--- src/rtl/booth_mult_scheduler_pkg.sv ---
// ----------------------------------------------------------------------------
// mult_sched_pkg
// Shared types and defaults for the Booth multiplier scheduler.
//   state_e   : scheduler FSM states (IDLE, LOAD, RUN, DONE), 2-bit encoding
//   MS_W      : default operand width
//   MS_MUL_LAT: default core iterations after the load cycle
//   MS_CNT_W  : iteration counter width for the defaults
//   cnt_w()   : counter width for an arbitrary latency (never below 1 bit)
// ----------------------------------------------------------------------------
package mult_sched_pkg;

    localparam int MS_W       = 8;
    localparam int MS_MUL_LAT = 8;
    localparam int MS_CNT_W   = $clog2(MS_MUL_LAT);

    typedef enum logic [1:0] {
        IDLE = 2'd0,
        LOAD = 2'd1,
        RUN  = 2'd2,
        DONE = 2'd3
    } state_e;

    // A latency of 1 would give $clog2 == 0; keep at least one counter bit.
    function automatic int cnt_w(input int lat);
        return (lat > 1) ? $clog2(lat) : 1;
    endfunction

endpackage

--- src/rtl/booth_mult_scheduler_if.sv ---
// ----------------------------------------------------------------------------
// booth_mult_scheduler_if
// Bundles the requester side and the multiplier-core side of the scheduler.
//   req/req_a/req_b        : per-requester request level and signed operands
//   gnt/rsp_valid          : one-hot grant and response pulses
//   rsp_product            : signed 2W-bit product returned with rsp_valid
//   busy                   : scheduler is not idle
//   mul_load/mul_a/mul_b   : load strobe and operands to the core
//   mul_product            : core accumulator output
// Modports: master = clients + core (environment), slave = scheduler.
// ----------------------------------------------------------------------------
interface booth_mult_scheduler_if
    import mult_sched_pkg::*;
#(
    parameter int N_REQ = 4,
    parameter int W     = MS_W
);
    logic [N_REQ-1:0]          req;
    logic [N_REQ-1:0][W-1:0]   req_a;
    logic [N_REQ-1:0][W-1:0]   req_b;
    logic [N_REQ-1:0]          gnt;
    logic [N_REQ-1:0]          rsp_valid;
    logic [2*W-1:0]            rsp_product;
    logic                      busy;
    logic                      mul_load;
    logic [W-1:0]              mul_a;
    logic [W-1:0]              mul_b;
    logic [2*W-1:0]            mul_product;

    modport master (
        output req, req_a, req_b, mul_product,
        input  gnt, rsp_valid, rsp_product, busy, mul_load, mul_a, mul_b
    );

    modport slave (
        input  req, req_a, req_b, mul_product,
        output gnt, rsp_valid, rsp_product, busy, mul_load, mul_a, mul_b
    );
endinterface

--- src/rtl/booth_mult_scheduler_rr_arbiter.sv ---
// ----------------------------------------------------------------------------
// rr_arbiter
// Combinational round-robin pick: first set request at or after i_ptr,
// wrapping modulo N. The pointer register lives in the caller.
//   i_req   : request vector
//   i_ptr   : starting index for the search
//   i_en    : arbitration enable; no grant when low
//   o_gnt   : one-hot grant
//   o_idx   : index of the granted requester
//   o_valid : a grant was issued
// ----------------------------------------------------------------------------
module rr_arbiter #(
    parameter int N  = 4,
    parameter int IW = (N > 1) ? $clog2(N) : 1
) (
    input  logic [N-1:0]  i_req,
    input  logic [IW-1:0] i_ptr,
    input  logic          i_en,
    output logic [N-1:0]  o_gnt,
    output logic [IW-1:0] o_idx,
    output logic          o_valid
);

    always_comb begin
        logic w_found;
        int   j;
        o_gnt   = '0;
        o_idx   = '0;
        w_found = 1'b0;
        j       = 0;
        for (int k = 0; k < N; k++) begin
            j = int'(i_ptr) + k;
            if (j >= N) j = j - N;
            if (i_en && !w_found && i_req[j]) begin
                w_found  = 1'b1;
                o_gnt[j] = 1'b1;
                o_idx    = IW'(j);
            end
        end
        o_valid = w_found;
    end

endmodule

--- src/rtl/booth_mult_scheduler.sv ---
// ----------------------------------------------------------------------------
// booth_mult_scheduler
// Shares one sequential Booth multiplier core among N_REQ requesters.
// Round-robin arbitration in IDLE, one LOAD cycle, MUL_LAT RUN cycles, then a
// one-cycle DONE that hands the core's product back to the owner.
//   clk    : rising-edge clock
//   rst_n  : asynchronous active-low reset (aborts any operation in flight)
//   io_bus : requester + core signals (slave modport)
// ----------------------------------------------------------------------------
module booth_mult_scheduler
    import mult_sched_pkg::*;
#(
    parameter int N_REQ   = 4,
    parameter int W       = MS_W,
    parameter int MUL_LAT = MS_MUL_LAT
) (
    input  logic                   clk,
    input  logic                   rst_n,
    booth_mult_scheduler_if.slave  io_bus
);

    localparam int IW = $clog2(N_REQ);
    localparam int CW = cnt_w(MUL_LAT);

    state_e          r_state;
    state_e          w_next;
    logic [IW-1:0]   r_ptr;
    logic [IW-1:0]   r_owner;
    logic [W-1:0]    r_a;
    logic [W-1:0]    r_b;
    logic [CW-1:0]   r_cnt;

    logic [N_REQ-1:0] w_arb_gnt;
    logic [IW-1:0]    w_arb_idx;
    logic             w_arb_vld;
    logic [IW-1:0]    w_ptr_nxt;

    // Arbitration only runs while idle, so gnt can never fire mid-operation.
    rr_arbiter #(.N(N_REQ), .IW(IW)) u_arb (
        .i_req   (io_bus.req),
        .i_ptr   (r_ptr),
        .i_en    (r_state == IDLE),
        .o_gnt   (w_arb_gnt),
        .o_idx   (w_arb_idx),
        .o_valid (w_arb_vld)
    );

    assign w_ptr_nxt = (int'(w_arb_idx) == N_REQ - 1) ? '0 : w_arb_idx + IW'(1);

    // State register plus operand/owner/counter bookkeeping.
    always_ff @(posedge clk or negedge rst_n) begin
        if (!rst_n) begin
            r_state <= IDLE;
            r_ptr   <= '0;
            r_owner <= '0;
            r_a     <= '0;
            r_b     <= '0;
            r_cnt   <= '0;
        end else begin
            r_state <= w_next;
            case (r_state)
                IDLE: begin
                    if (w_arb_vld) begin
                        r_a     <= io_bus.req_a[w_arb_idx];
                        r_b     <= io_bus.req_b[w_arb_idx];
                        r_owner <= w_arb_idx;
                        r_ptr   <= w_ptr_nxt;
                    end
                end
                LOAD: r_cnt <= CW'(MUL_LAT - 1);
                RUN:  if (r_cnt != '0) r_cnt <= r_cnt - 1'b1;
                default: ;
            endcase
        end
    end

    // Next state and outputs.
    always_comb begin
        w_next             = r_state;
        io_bus.gnt         = '0;
        io_bus.rsp_valid   = '0;
        io_bus.rsp_product = '0;
        io_bus.busy        = 1'b0;
        io_bus.mul_load    = 1'b0;
        io_bus.mul_a       = '0;
        io_bus.mul_b       = '0;

        case (r_state)
            IDLE: begin
                io_bus.gnt = w_arb_gnt;
                if (w_arb_vld) w_next = LOAD;
            end
            LOAD: begin
                io_bus.busy     = 1'b1;
                io_bus.mul_load = 1'b1;
                io_bus.mul_a    = r_a;
                io_bus.mul_b    = r_b;
                w_next          = RUN;
            end
            RUN: begin
                io_bus.busy  = 1'b1;
                io_bus.mul_a = r_a;
                io_bus.mul_b = r_b;
                if (r_cnt == '0) w_next = DONE;
            end
            DONE: begin
                io_bus.busy               = 1'b1;
                io_bus.mul_a              = r_a;
                io_bus.mul_b              = r_b;
                io_bus.rsp_valid[r_owner] = 1'b1;
                io_bus.rsp_product        = io_bus.mul_product;
                w_next                    = IDLE;
            end
            default: w_next = IDLE;
        endcase
    end

endmodule

--- src/flat_wrapper.sv ---
// flat-port wrapper written by rule: the top's interface ports become plain ports
module booth_mult_scheduler_flat import mult_sched_pkg::*;
#(
    parameter int N_REQ   = 4,
    parameter int W       = MS_W,
    parameter int MUL_LAT = MS_MUL_LAT
)
  (clk, rst_n, io_bus_req, io_bus_req_a, io_bus_req_b, io_bus_mul_product, io_bus_gnt, io_bus_rsp_valid, io_bus_rsp_product, io_bus_busy, io_bus_mul_load, io_bus_mul_a, io_bus_mul_b);
  booth_mult_scheduler_if #(.N_REQ(N_REQ), .W(W)) io_bus_i ();
  input  logic clk;
  input  logic rst_n;
  input wire logic [$bits(io_bus_i.req)-1:0] io_bus_req;
  input wire logic [$bits(io_bus_i.req_a)-1:0] io_bus_req_a;
  input wire logic [$bits(io_bus_i.req_b)-1:0] io_bus_req_b;
  input wire logic [$bits(io_bus_i.mul_product)-1:0] io_bus_mul_product;
  output wire logic [$bits(io_bus_i.gnt)-1:0] io_bus_gnt;
  output wire logic [$bits(io_bus_i.rsp_valid)-1:0] io_bus_rsp_valid;
  output wire logic [$bits(io_bus_i.rsp_product)-1:0] io_bus_rsp_product;
  output wire logic [$bits(io_bus_i.busy)-1:0] io_bus_busy;
  output wire logic [$bits(io_bus_i.mul_load)-1:0] io_bus_mul_load;
  output wire logic [$bits(io_bus_i.mul_a)-1:0] io_bus_mul_a;
  output wire logic [$bits(io_bus_i.mul_b)-1:0] io_bus_mul_b;
  assign io_bus_i.req = io_bus_req;
  assign io_bus_i.req_a = io_bus_req_a;
  assign io_bus_i.req_b = io_bus_req_b;
  assign io_bus_i.mul_product = io_bus_mul_product;
  assign io_bus_gnt = io_bus_i.gnt;
  assign io_bus_rsp_valid = io_bus_i.rsp_valid;
  assign io_bus_rsp_product = io_bus_i.rsp_product;
  assign io_bus_busy = io_bus_i.busy;
  assign io_bus_mul_load = io_bus_i.mul_load;
  assign io_bus_mul_a = io_bus_i.mul_a;
  assign io_bus_mul_b = io_bus_i.mul_b;
  booth_mult_scheduler #(.N_REQ(N_REQ), .W(W), .MUL_LAT(MUL_LAT)) u_core (.clk(clk), .rst_n(rst_n), .io_bus(io_bus_i));
endmodule
--- config.mk ---
export PLATFORM = sky130hd
export DESIGN_NAME = booth_mult_scheduler_flat
export DESIGN_NICKNAME = d
export VERILOG_FILES = /design/src/rtl/booth_mult_scheduler_pkg.sv /design/src/rtl/booth_mult_scheduler_if.sv /design/src/rtl/booth_mult_scheduler_rr_arbiter.sv /design/src/rtl/booth_mult_scheduler.sv /design/src/flat_wrapper.sv
export SDC_FILE = /design/constraint.sdc
export NUM_CORES = 1
export LEC_CHECK = 0
export BUFFER_PORTS_ARGS = -buffer_cell sky130_fd_sc_hd__buf_4
export CAP_MARGIN = 20
export CORE_MARGIN = 8
export CORE_UTILIZATION = 45
export CTS_CLUSTER_SIZE = 8
export DETAILED_ROUTE_END_ITERATION = 10
export PLACE_DENSITY = 0.81
export SLEW_MARGIN = 0
export SYNTH_ARGS = -nofsm -noshare
export SYNTH_HDL_FRONTEND = slang
export SYNTH_HIERARCHICAL = 1
export SYNTH_SLANG_ARGS = --single-unit
--- constraint.sdc ---
create_clock -name clk -period 5.2 [get_ports clk]
set_clock_uncertainty 0.15 [all_clocks]
set_input_delay 0.78 -clock clk [delete_from_list [all_inputs] [get_ports clk]]
set_output_delay 0.78 -clock clk [all_outputs]
set_load 0.01 [all_outputs]
==> results.md <==
* Final wirelength at between 7000 and 8000 um
* Peak fanout along the critical path at 18
* Critical Path RT at 4.27 ns
* Met1 Resource Use GR at 0.205
* Routability cong. at approximately 0.82
* Area of the core at 5070 um^2
* Distinct cell type count after synthesis at 46
* Synthesis-stage register bit count at 25
* Boundary Pins at ~130
* Initial Util at 0.462
* Post-CTS Repair Setup Buffers at 0
* Min Tclk post-route at slightly above 4 ns
* TritonCTS clock tree: done
* CP endpoint kind: output pin
* CTS buffer count at 3
* Port Buffers at 127
* Gr ovfl total at 0
* Via/cell ratio at between 5 and 6
* Antenna violations before repair at 0
* Post-Syn Area at around 2300 um^2
* Seq/Total Area, Yosys at 0.267
* Max clock buf depth at 2
* DRC violation count after routing at 0
* WP data arrival at roughly 3.1 ns
* Ys flop type: dfrtp_1
* Die span in x at 88.2 um
* Layout cells sized above 1 at 0.445
* Multi-input gate area at around 1600 um^2
* Crit. Startpoint: u_core/r_ptr[0]
* Ys Warns at 6
* Syn Inst Count at approximately 250
* Reg-to-Reg Start: u_core/r_ptr[0]
* Post-DRT Antenna Nets at 0
* Initial DRC Count at a little over 80
* Die Ht at 88.2 um
* HPWL after DPL at around 5800 um
* Sequential Area at approximately 630 um^2
* Max cap viols at 0
* Status: finished clean
* Largest net degree at the start of global routing at 36
* Clk pin slew, worst setup/hold paths at about 0.090 ns
* Fin crit share at 0.776
* CTS Hold Bufs at 0
* Worst setup SP type: register
* Slew Limit Fails at 0
* Vias at around 2300
* DR WL/cell at approximately 17 um
* Die area at between 7000 and 8000 um^2
* First-pass GRT wire length at ~11000 um
* Drt first pass iters at 4
* Met2 Use GR at 0.307
* Filler cell count at between 400 and 500
* Core Rows at 26
* Syn-to-layout area delta at 43.3%
* Global Route Usage Sum at 0.180
* Most used routing layer: met2
* # H-tree levels at 1
* Final setup vio count at 0
* Leak pwr at about 0.0016 uW
* RSZ-0062 raised after global routing: false
* PwrDens at between 400 and 500 nW/um^2
* Syn nets at 347
* Critical path class: reg2out
* # diodes at 0
* Met3 usage in global routing at 0.0741
* Slew HR at 0.399
* CTS root buf: clkbuf_8
* Actual slew at the worst max-slew pin at between 0.8 and 0.9 ns
* Post-synth EDFFs at 0
* Post-CTS sizing at 0
* Nets at 463
* Max Fclk at around 250 MHz
* Vias in the first global route at 2422
* Fin. Hold Viols at 0
* Ys async rst share at 1.00
* Max VDD drop at 0.000272 V
* Clk_lat worst skew at 0.26 ns
* Syn avg cell area at 9.49 um^2
* Sum Neg Setup Slack at 0 ns
* Worst min path class: in2async
* Final design utilization at 0.662
* # clock sinks at 25
==> stage by stage <==
stage | power [uW] | hold slack, ns | setup slack, ns | instance area [um^2] | instances
global placement | 1530 | 0.314 | 1.55 | 3310 | 428
detailed placement | 1570 | 0.316 | 1.35 | 3310 | 428
finish | 1670 | 0.254 | 1.17 | 3360 | 432
floorplan | 1180 | 0.298 | 1.95 | 2340 | 247
CTS | 1680 | 0.262 | 1.17 | 3360 | 432
global route | 1810 | 0.266 | 0.925 | 3360 | 432
==> cells by family after synthesis <==
logic type	Yosys count	synth area share
AND/OR/NAND/NOR	84	0.194
flip-flops	25	0.267
multiplexers	42	0.188
buffers and inverters	29	0.0609
AO/OA/AOI/OAI	53	0.216
adder cells (fa/ha/maj)	14	0.0747
==> cell usage in the layout, fill, tap and decap left out, types with 6 or more instances in the layout <==
cell type and instances:
o21ai_0 6, inv_1 11, dfrtp_1 25, o221ai_1 7, buf_4 129, ha_1 14, o221ai_2 10, and2_1 20
nand2_1 23, nor2_1 6, nor2b_1 18, mux2i_1 35
==> Yosys cell counts, types with 2 or more instances <==
cell type	count	area, um^2
ha_1	14	175
nand3_1	3	15.0
a221o_1	4	40.0
a21oi_1	4	20.0
a32o_2	4	45.0
nand2_1	23	86.3
mux2i_1	35	350
a2bb2oi_1	2	17.5
o21ai_0	6	30.0
o221ai_1	7	61.3
nor3_1	3	15.0
clkbuf_1	8	30.0
o221ai_2	10	150
o211ai_2	2	25.0
dfrtp_1	25	626
nor2_1	6	22.5
and3_1	2	12.5
o31ai_1	2	15.0
nor3b_1	2	15.0
or2_1	2	12.5
nor2b_1	18	113
buf_2	6	30.0
and2_1	20	125
buf_6	3	33.8
mux2_2	5	56.3
inv_1	11	41.3
==> metal layers <==
| metal | up-vias | share of wire |
|---|---|---|
| met2 | 81 | 0.51 |
| met5 | - | 0 |
| met4 | 0 | 0.0050 |
| met1 | 1057 | 0.40 |
| li1 | 1130 | - |
| met3 | 2 | 0.085 |
==> area by class of cell <==
cell class | count | area share
clock inverters | 1 | 0.00149
repair buffers | 129 | 0.288
clock buffers | 3 | 0.0123
multi-input cells | 193 | 0.473
well taps | 70 | 0.0261
flip-flops and latches | 25 | 0.186
inverters | 11 | 0.0123
==> report_power, final <==
| part | leakage (uW) | internal [uW] | switching [uW] |
|---|---|---|---|
| sequential | 0.000303 | 289 | 82.3 |
| combinational | 0.00130 | 564 | 625 |
| clock | 0.0000255 | 53.5 | 60.6 |
| total | 0.00163 | 907 | 768 |
==> worst max-delay path, stage by stage (launching register included) <==
cell and delay [ns]:
dfrtp_1 0.74, inv_1 0.26, ha_1 0.60, nor2b_1 0.17, a2bb2oi_2 0.22, nor2_2 0.08
a32o_2 0.24, a221o_1 0.25, and2_1 0.15, buf_4 0.13
==> registers in the layout, indices dropped and copies added (netlist names) <==
register / cells
u_core/r_a: 8
u_core/r_b: 8
u_core/r_cnt: 3
u_core/r_owner: 2
u_core/r_ptr: 2
u_core/r_state: 2
==> worst paths after layout <==
kind | to | slack [ns] | cells after the start
max in group asynchronous | u_core/r_a[3] | 4.40 | 1
min reg2reg | u_core/r_b[7] | 0.34 | 2
min in group clk | u_core/r_b[7] | 0.34 | 2
max reg2reg | u_core/r_a[5] | 1.33 | 9
min | u_core/r_b[5] | 0.25 | 1
max | io_bus_gnt[3] | 1.17 | 9
No activity file was read; power rests on OpenSTA's default activity.
